## src/rtl/proc_pkg.sv

```systemverilog
// Shared definitions for the fetch-side hazard response logic.
//   state_t      : fetch FSM encodings (RUN / STALL / REDIRECT)
//   NOP_INST_DEF : default squash encoding for the IF/ID register
//   START_PC_DEF : default fetch PC after reset
//   PC_INC       : sequential fetch increment
package proc_pkg;

    typedef enum logic [1:0] {
        ST_RUN      = 2'd0,
        ST_STALL    = 2'd1,
        ST_REDIRECT = 2'd2
    } state_t;

    localparam logic [31:0] NOP_INST_DEF = 32'h0000_0000;
    localparam logic [31:0] START_PC_DEF = 32'h0000_0040;
    localparam int          PC_INC       = 4;

endpackage

```

## src/rtl/fetch_hazard_resp_sat_counter.sv

```systemverilog
// Saturating event counter: counts cycles with inc=1, sticks at all-ones.
// Ports:
//   clk     : clock, rising-edge updates
//   reset_n : synchronous active-low clear
//   inc     : count this cycle
//   count   : current count (registered)
module sat_counter #(
    parameter int CNT_BITS = 16
) (
    input  logic                clk,
    input  logic                reset_n,
    input  logic                inc,
    output logic [CNT_BITS-1:0] count
);

    always_ff @(posedge clk) begin
        if (!reset_n) begin
            count <= '0;
        end else if (inc && (count != '1)) begin
            count <= count + CNT_BITS'(1);
        end
    end

endmodule

```

## src/rtl/fetch_hazard_resp.sv

```systemverilog
// Fetch PC and IF/ID register owner; applies hazard-unit stall/flush and
// taken-branch redirect requests, and keeps stall/flush event counters.
//
//   state    | meaning
//   ---------+-------------------------------------------------------
//   RUN      | normal sequential fetch
//   STALL    | previous edge applied a stall; PC and IF/ID are held
//   REDIRECT | previous edge redirected; fetching at branch target
//
// Ports:
//   clk, reset_n          : clock, synchronous active-low reset
//   stall, flush, take_br : hazard requests (priority take_br > stall > flush)
//   br_target             : redirect address used when take_br=1
//   imem_inst             : instruction read combinationally at pc_out
//   pc_out                : fetch PC
//   id_inst/id_pc/id_valid: IF/ID register contents (id_pc is PC+4)
//   ex_bubble             : ID/EX must load a NOP this cycle
//   state_out             : FSM state for debug
//   stall_cnt/flush_cnt   : saturating event counters
module fetch_hazard_resp
    import proc_pkg::*;
#(
    parameter int                   DBITS     = 32,
    parameter int                   INST_BITS = 32,
    parameter logic [DBITS-1:0]     START_PC  = DBITS'(START_PC_DEF),
    parameter logic [INST_BITS-1:0] NOP_INST  = INST_BITS'(NOP_INST_DEF),
    parameter int                   CNT_BITS  = 16
) (
    input  logic                 clk,
    input  logic                 reset_n,
    input  logic                 stall,
    input  logic                 flush,
    input  logic                 take_br,
    input  logic [DBITS-1:0]     br_target,
    input  logic [INST_BITS-1:0] imem_inst,
    output logic [DBITS-1:0]     pc_out,
    output logic [INST_BITS-1:0] id_inst,
    output logic [DBITS-1:0]     id_pc,
    output logic                 id_valid,
    output logic                 ex_bubble,
    output logic [1:0]           state_out,
    output logic [CNT_BITS-1:0]  stall_cnt,
    output logic [CNT_BITS-1:0]  flush_cnt
);

    state_t                 state_q, state_d;
    logic [DBITS-1:0]       pc_d, id_pc_d, pc_inc;
    logic [INST_BITS-1:0]   id_inst_d;
    logic                   id_valid_d;
    logic                   stall_inc, flush_inc;

    // Wraps modulo 2^DBITS by construction.
    assign pc_inc = pc_out + DBITS'(PC_INC);

    always_ff @(posedge clk) begin
        if (!reset_n) begin
            state_q  <= ST_RUN;
            pc_out   <= START_PC;
            id_inst  <= NOP_INST;
            id_pc    <= '0;
            id_valid <= 1'b0;
        end else begin
            state_q  <= state_d;
            pc_out   <= pc_d;
            id_inst  <= id_inst_d;
            id_pc    <= id_pc_d;
            id_valid <= id_valid_d;
        end
    end

    always_comb begin
        state_d    = state_q;
        pc_d       = pc_out;
        id_inst_d  = id_inst;
        id_pc_d    = id_pc;
        id_valid_d = id_valid;
        if (take_br) begin
            pc_d       = br_target;
            id_inst_d  = NOP_INST;
            id_valid_d = 1'b0;
            state_d    = ST_REDIRECT;
        end else if (stall) begin
            // Flush is deliberately ignored here: the stalled instruction
            // has to survive the load-use wait.
            state_d = ST_STALL;
        end else if (flush) begin
            pc_d       = pc_inc;
            id_inst_d  = NOP_INST;
            id_valid_d = 1'b0;
            state_d    = ST_RUN;
        end else begin
            pc_d       = pc_inc;
            id_inst_d  = imem_inst;
            id_pc_d    = pc_inc;
            id_valid_d = 1'b1;
            state_d    = ST_RUN;
        end
    end

    assign ex_bubble = reset_n & (stall | take_br);
    assign state_out = state_q;

    assign stall_inc = stall & ~take_br;
    assign flush_inc = take_br | (flush & ~stall);

    sat_counter #(.CNT_BITS(CNT_BITS)) u_stall_cnt (
        .clk     (clk),
        .reset_n (reset_n),
        .inc     (stall_inc),
        .count   (stall_cnt)
    );

    sat_counter #(.CNT_BITS(CNT_BITS)) u_flush_cnt (
        .clk     (clk),
        .reset_n (reset_n),
        .inc     (flush_inc),
        .count   (flush_cnt)
    );

endmodule

```

## config.mk

```make
export PLATFORM = sky130hd
export DESIGN_NAME = fetch_hazard_resp
export DESIGN_NICKNAME = d
export VERILOG_FILES = /design/src/rtl/proc_pkg.sv /design/src/rtl/fetch_hazard_resp_sat_counter.sv /design/src/rtl/fetch_hazard_resp.sv
export SDC_FILE = /design/constraint.sdc
export NUM_CORES = 1
export LEC_CHECK = 0
export ABC_AREA = 1
export BUFFER_PORTS_ARGS = -buffer_cell sky130_fd_sc_hd__buf_2
export CORE_MARGIN = 3
export CORE_UTILIZATION = 52
export CTS_BUF_LIST = sky130_fd_sc_hd__clkbuf_16
export DETAILED_ROUTE_END_ITERATION = 6
export PLACE_DENSITY = 0.81
export SYNTH_ARGS = -nofsm -noshare
export SYNTH_HDL_FRONTEND = slang
export SYNTH_SLANG_ARGS = --single-unit
```

## constraint.sdc

```tcl
create_clock -name clk -period 2.2 [get_ports clk]
set_input_delay 0.44 -clock clk [delete_from_list [all_inputs] [get_ports clk]]
set_output_delay 0.44 -clock clk [all_outputs]
set_load 0.005 [all_outputs]
```

### Yosys cells after proc, flatten, opt, wreduce, memory -nomap -nowiden

Index checks and enable logic that the tools add are counted.

| word-level totals | value |
|---|---|
| word-level logic and storage cells | 33 |
| memory bits (read-only) | 0 |
| output and inout port bits | 132 |
| bits in latches | 0 |
| input bits | 69 |
| flip-flop bits (word level) | 131 |
| memories | 0 |
| bits in writable memories | 0 |

| operators by class | value |
|---|---|
| add/sub/neg operators | 3 |
| bitwise gates (word level) | 9 |
| equality and inequality tests | 3 |
| multiply operators | 0 |
| $lt $le $gt $ge | 0 |
| shift operators | 0 |
| mux-type cells | 6 |
| reduce and logical (&&, ||, !) cells | 4 |
| divide/modulo/power cells | 0 |

Operator list:

| cell | count |
|---|---|
| 32-bit 2-to-1 mux | 3 |
| 16-bit by 1-bit adder with 16-bit output, second input constant | 2 |
| 32-bit by 3-bit adder with 32-bit output, second input constant | 1 |
| 16-bit != test, second input constant | 2 |
| 1-bit inverter | 4 |
| 1-bit bitwise AND | 3 |
| 3-bit AND reduction | 1 |
| 1-bit logical AND | 2 |
| 1-bit 2-to-1 mux | 2 |
| 2-bit 2-to-1 mux | 1 |
| 2-bit by 1-bit != test with 1-bit output, second input constant | 1 |
| 1-bit OR | 2 |
| 2-bit OR reduction | 1 |

### Logic depth before layout (Yosys ltp)

| depth | value |
|---|---|
| depth in word-level cells | 4 |
| gate-level depth with buffers | 11 |
| gate-level depth less buffers | 11 |

### Hierarchy

From an unflattened synthesis, not the netlist that was laid out.

| second synthesis, totals | value |
|---|---|
| cells, all modules | 914 |
| area, all modules | 6643.9 sq um |

Modules (own cells, without submodules):

| module | sequential area each (sq um) | area an instance (sq um) | times used | cells an instance |
|---|---|---|---|---|
| fetch_hazard_resp | 1981.9 | 4652.0 | 1 | 616 |
| sat_counter | 320.3 | 996.0 | 2 | 149 |

### Least setup slack after synthesis

OpenSTA, ideal clock, no wires.

| timing | value |
|---|---|
| kind | reg2reg |
| start point | register u_flush_cnt.count[0] |
| end point | register u_flush_cnt.count[12] |
| required time | 2.067 ns |
| cell stages (with the launch flop) | 12 |
| path slack | 0.596 ns |
| clock period less this slack | 1.604 ns |
| path buffers | 1 |
| arrival | 1.470 ns |
| library setup time | 0.133 ns |
| cells stage by stage | dfxtp_1 -> ha_1 -> inv_1 -> nor2_4 -> inv_2 -> nor2_4 -> nand3_2 -> nand2_4 -> inv_4 -> buf_6 -> nand2_1 -> a21oi_2 |

| on the way | value |
|---|---|
| cells in the longest elaborated chain, start to end | 2 |
| elaborated cells on any way between the ends | 3 |
| classes of those cells | add/sub (1); eq/ne (1); reduce/logical (1) |

RTL lines:

| what | RTL line | text |
|---|---|---|
| start, declared | fetch_hazard_resp_sat_counter.sv:13 | `output logic [CNT_BITS-1:0] count` |
| start signal, assigned | fetch_hazard_resp_sat_counter.sv:20 | `count <= count + CNT_BITS'(1);` |
| parallel branches: the longest is 2 deep, another holds 16-bit by 1-bit adder with 16-bit output | -- |  |

Several ways; the timed one is not identified.
A chain may end at the register's enable or synchronous reset.

### Worst setup path after layout

| timing | value |
|---|---|
| start point | register u_stall_cnt.count[0] |
| end point | register u_stall_cnt.count[9] |

| on the way | value |
|---|---|
| cells in the longest elaborated chain, start to end | 2 |
| elaborated cells on any way between the ends | 3 |
| classes of those cells | add/sub (1); eq/ne (1); reduce/logical (1) |

RTL lines:

| what | RTL line |
|---|---|
| start, declared | fetch_hazard_resp_sat_counter.sv:13 |
| start signal, assigned | fetch_hazard_resp_sat_counter.sv:20 |
| parallel branches: the longest is 2 deep, another holds 16-bit by 1-bit adder with 16-bit output | -- |

Several ways; the timed one is not identified.

==> impl_metrics.env <==
export IMPL_status="finished clean"
export IMPL_start_kind="register"
export IMPL_syn_nets=988
export IMPL_syn_inst=916
export IMPL_grt_busiest_layer="met2"
export IMPL_nets=1176
export IMPL_p_total_mw=5.71
export IMPL_vias=6572
export IMPL_placed_cells=1253
export IMPL_tightest_slew_ps=869
export IMPL_dr_pass1_iters=5
export IMPL_max_vdd_ir_drop_mv=0.387
export IMPL_cts_hold_buf=0
export IMPL_maxSlewHeadroom=0.420
export IMPL_rsz0062_at_grt="no"
export IMPL_placed_area_um2=7540
export IMPL_cts_sinks=131
export IMPL_cap_viol_max_count=0
export IMPL_synthToLayoutAreaGrowth_pct=25.5
export IMPL_drt_wl_total_mm=18.0
export IMPL_power_density_nw_per_um2=704
export IMPL_synth_edf_count=0
export IMPL_portBuffers=200
export IMPL_fmax_ghz=0.552
export IMPL_postCtsSetupRepairBufs=0
export IMPL_overflow=0
export IMPL_skew_ps=7.85
export IMPL_worstSetupPathType="register to register"
export IMPL_ys_ff_latch=131
export IMPL_synth_seq_area_share=0.406
export IMPL_worstPathArrival_ps=2160
export IMPL_clk_path_buf_depth=2
export IMPL_fp_dieH_um=117
export IMPL_ys_warn_count=0
export IMPL_met3_usage=0.0682
export IMPL_layout_commonest_cell="nand2_1"
export IMPL_combPwrFrac=0.091
export IMPL_final_cell_mix="245 x nand2_1, 200 x buf_2, 131 x dfxtp_1, 123 x nor2_1, 99 x inv_1"
export IMPL_numCtsBuffers=17
export IMPL_grt_max_degree=64
export IMPL_routed_via_density=5.11
export IMPL_min_delay_path_class="input port to register"
export IMPL_p_int_mw=4.23
export IMPL_synth_area_um2=6460
export IMPL_fin_area_um2=8110
export IMPL_place_ws_ps=418
export IMPL_grt_usage=0.256
export IMPL_use_met1=0.329
export IMPL_grt_util_met2=0.404
export IMPL_start_util=0.536
export IMPL_clkSlewWorstSetupHoldPaths_ps=60
export IMPL_clock_latency_ps=420
export IMPL_fp_dieW_um=117
export IMPL_worst_slack_ps=390
export IMPL_first_global_vias=6113
export IMPL_antenna_found_initial=2
export IMPL_cts_htree_levels=4
export IMPL_clkPwrFrac=0.464
export IMPL_tns_ps=0
export IMPL_rr_worst_depth=8
export IMPL_coreArea_um2=12100
export IMPL_layout_drive_gt1_share=0.256
export IMPL_gp_congestion=0.921
export IMPL_drt_initial_drc_count=554
export IMPL_p_switching_mw=1.49
export IMPL_finalHoldViolations=0
export IMPL_maxSlewViolCount=0
export IMPL_setup_viol=0
export IMPL_pwr_share_seq=0.445
export IMPL_num_fill_cells=1092
export IMPL_root_buffer="clkbuf_16"
export IMPL_end_kind="register"
export IMPL_ctsResizeCount=0
export IMPL_sw_frac_of_total=0.260
export IMPL_drc_errors=0
export IMPL_dieArea_um2=13800
export IMPL_multi_input_area_um2=3220
export IMPL_dp_hpwl_mm=13.0
export IMPL_row_count=40
export IMPL_p_leak_nw=3.78
export IMPL_avgSynthCellArea_um2=7.05
export IMPL_crit_fanout=15
export IMPL_period_share=0.823
export IMPL_netlist_cell_type_count=36
export IMPL_synthFlopType="dfxtp_1"
export IMPL_grt_pass1_wl_mm=29.2
export IMPL_tritoncts="done"
export IMPL_hold_depth=3
export IMPL_ff_latch_area_um2=2620
export IMPL_layout_min_cycle_time_ps=1810
export IMPL_wire_per_inst_um=14.0
export IMPL_ant_nets=0
export IMPL_critical_path_required_ps=2550
export IMPL_async_reset_ff_frac=0
export IMPL_io_pins=201
export IMPL_fin_cells=1287
## worst paths after layout
check                                                  startpoint                                 to  slack (ps)
worst max-delay path            u_stall_cnt.count[0]$_SDFFE_PN0P_  u_stall_cnt.count[9]$_SDFFE_PN0P_         390
worst min-delay path                                 br_target[0]             pc_out[0]$_SDFFE_PN0P_         230
worst max register to register  u_stall_cnt.count[0]$_SDFFE_PN0P_  u_stall_cnt.count[9]$_SDFFE_PN0P_         390
worst min register to register              id_valid$_SDFFE_PP0N_              id_valid$_SDFFE_PP0N_         450
## cell usage after synthesis (11+ instances only)
cell,number,share of area
clkbuf_1,15,0.0087
a21oi_2,11,0.015
inv_1,99,0.058
nand2_1,245,0.14
buf_2,15,0.012
nor2_1,123,0.071
a21oi_1,43,0.033
nand3_1,38,0.029
o21ai_0,53,0.041
dfxtp_1,131,0.41
a32o_1,32,0.050
xor2_1,25,0.034
## logic make-up after synthesis
logic type      count (synthesis)  share of synthesized area
simple gates                  443                      0.286
compound gates                157                      0.159
flops                         131                      0.406
xor+xnor                       35                     0.0475
fa+ha+maj                       3                    0.00581
buf+inv                       147                     0.0957
## critical path: stages, from the launching register on
cell     delay [ps]
dfxtp_1         340
ha_1            250
nand3_1         150
inv_2            70
nand2_2          90
nor2_1           60
nor2_2          450
o21ai_0         190
a21oi_1         150
## power by group through the flow
stage	clock network (mW)	logic, mW	registers, mW
2_1_floorplan	0	0.294	2.58
3_3_place_gp	0	0.507	2.59
3_5_place_dp	0	0.516	2.59
4_1_cts	2.69	0.520	2.54
5_1_grt	2.80	0.582	2.55
6_report	2.65	0.518	2.54
## stage by stage
step | hold slack (ps) | utilization
CTS | 214 | 0.672
global route | 243 | 0.672
finish | 233 | 0.672
floorplan | 440 | -
global placement | 434 | 0.625
detailed placement | 434 | 0.625
## per-layer routing
| layer | wire length [µm] | part of all wire | vias to the layer above |
|---|---|---|---|
| met1 | 7820 | 0.44 | 2929 |
| li1 | - | - | 3312 |
| met4 | 485 | 0.027 | 2 |
| met2 | 8230 | 0.46 | 288 |
| met5 | 13 | 0.00072 | - |
| met3 | 1410 | 0.079 | 41 |
## sequential cells by signal (all words and copies together), names as in the netlist
register           cells
id_inst               32
id_pc                 32
pc_out                32
u_flush_cnt.count     16
u_stall_cnt.count     16
state_out              2
id_valid               1
## area by class of cell
type | count | share of cell area
multi-input combinational | 638 | 0.397
sequential | 131 | 0.323
timing repair buffer | 210 | 0.134
clock buffer | 17 | 0.0525
inverter | 106 | 0.0494
tap | 168 | 0.0259
clock inverter | 15 | 0.0168
antenna | 2 | 0.000617
(Power assumes the default switching activity.)
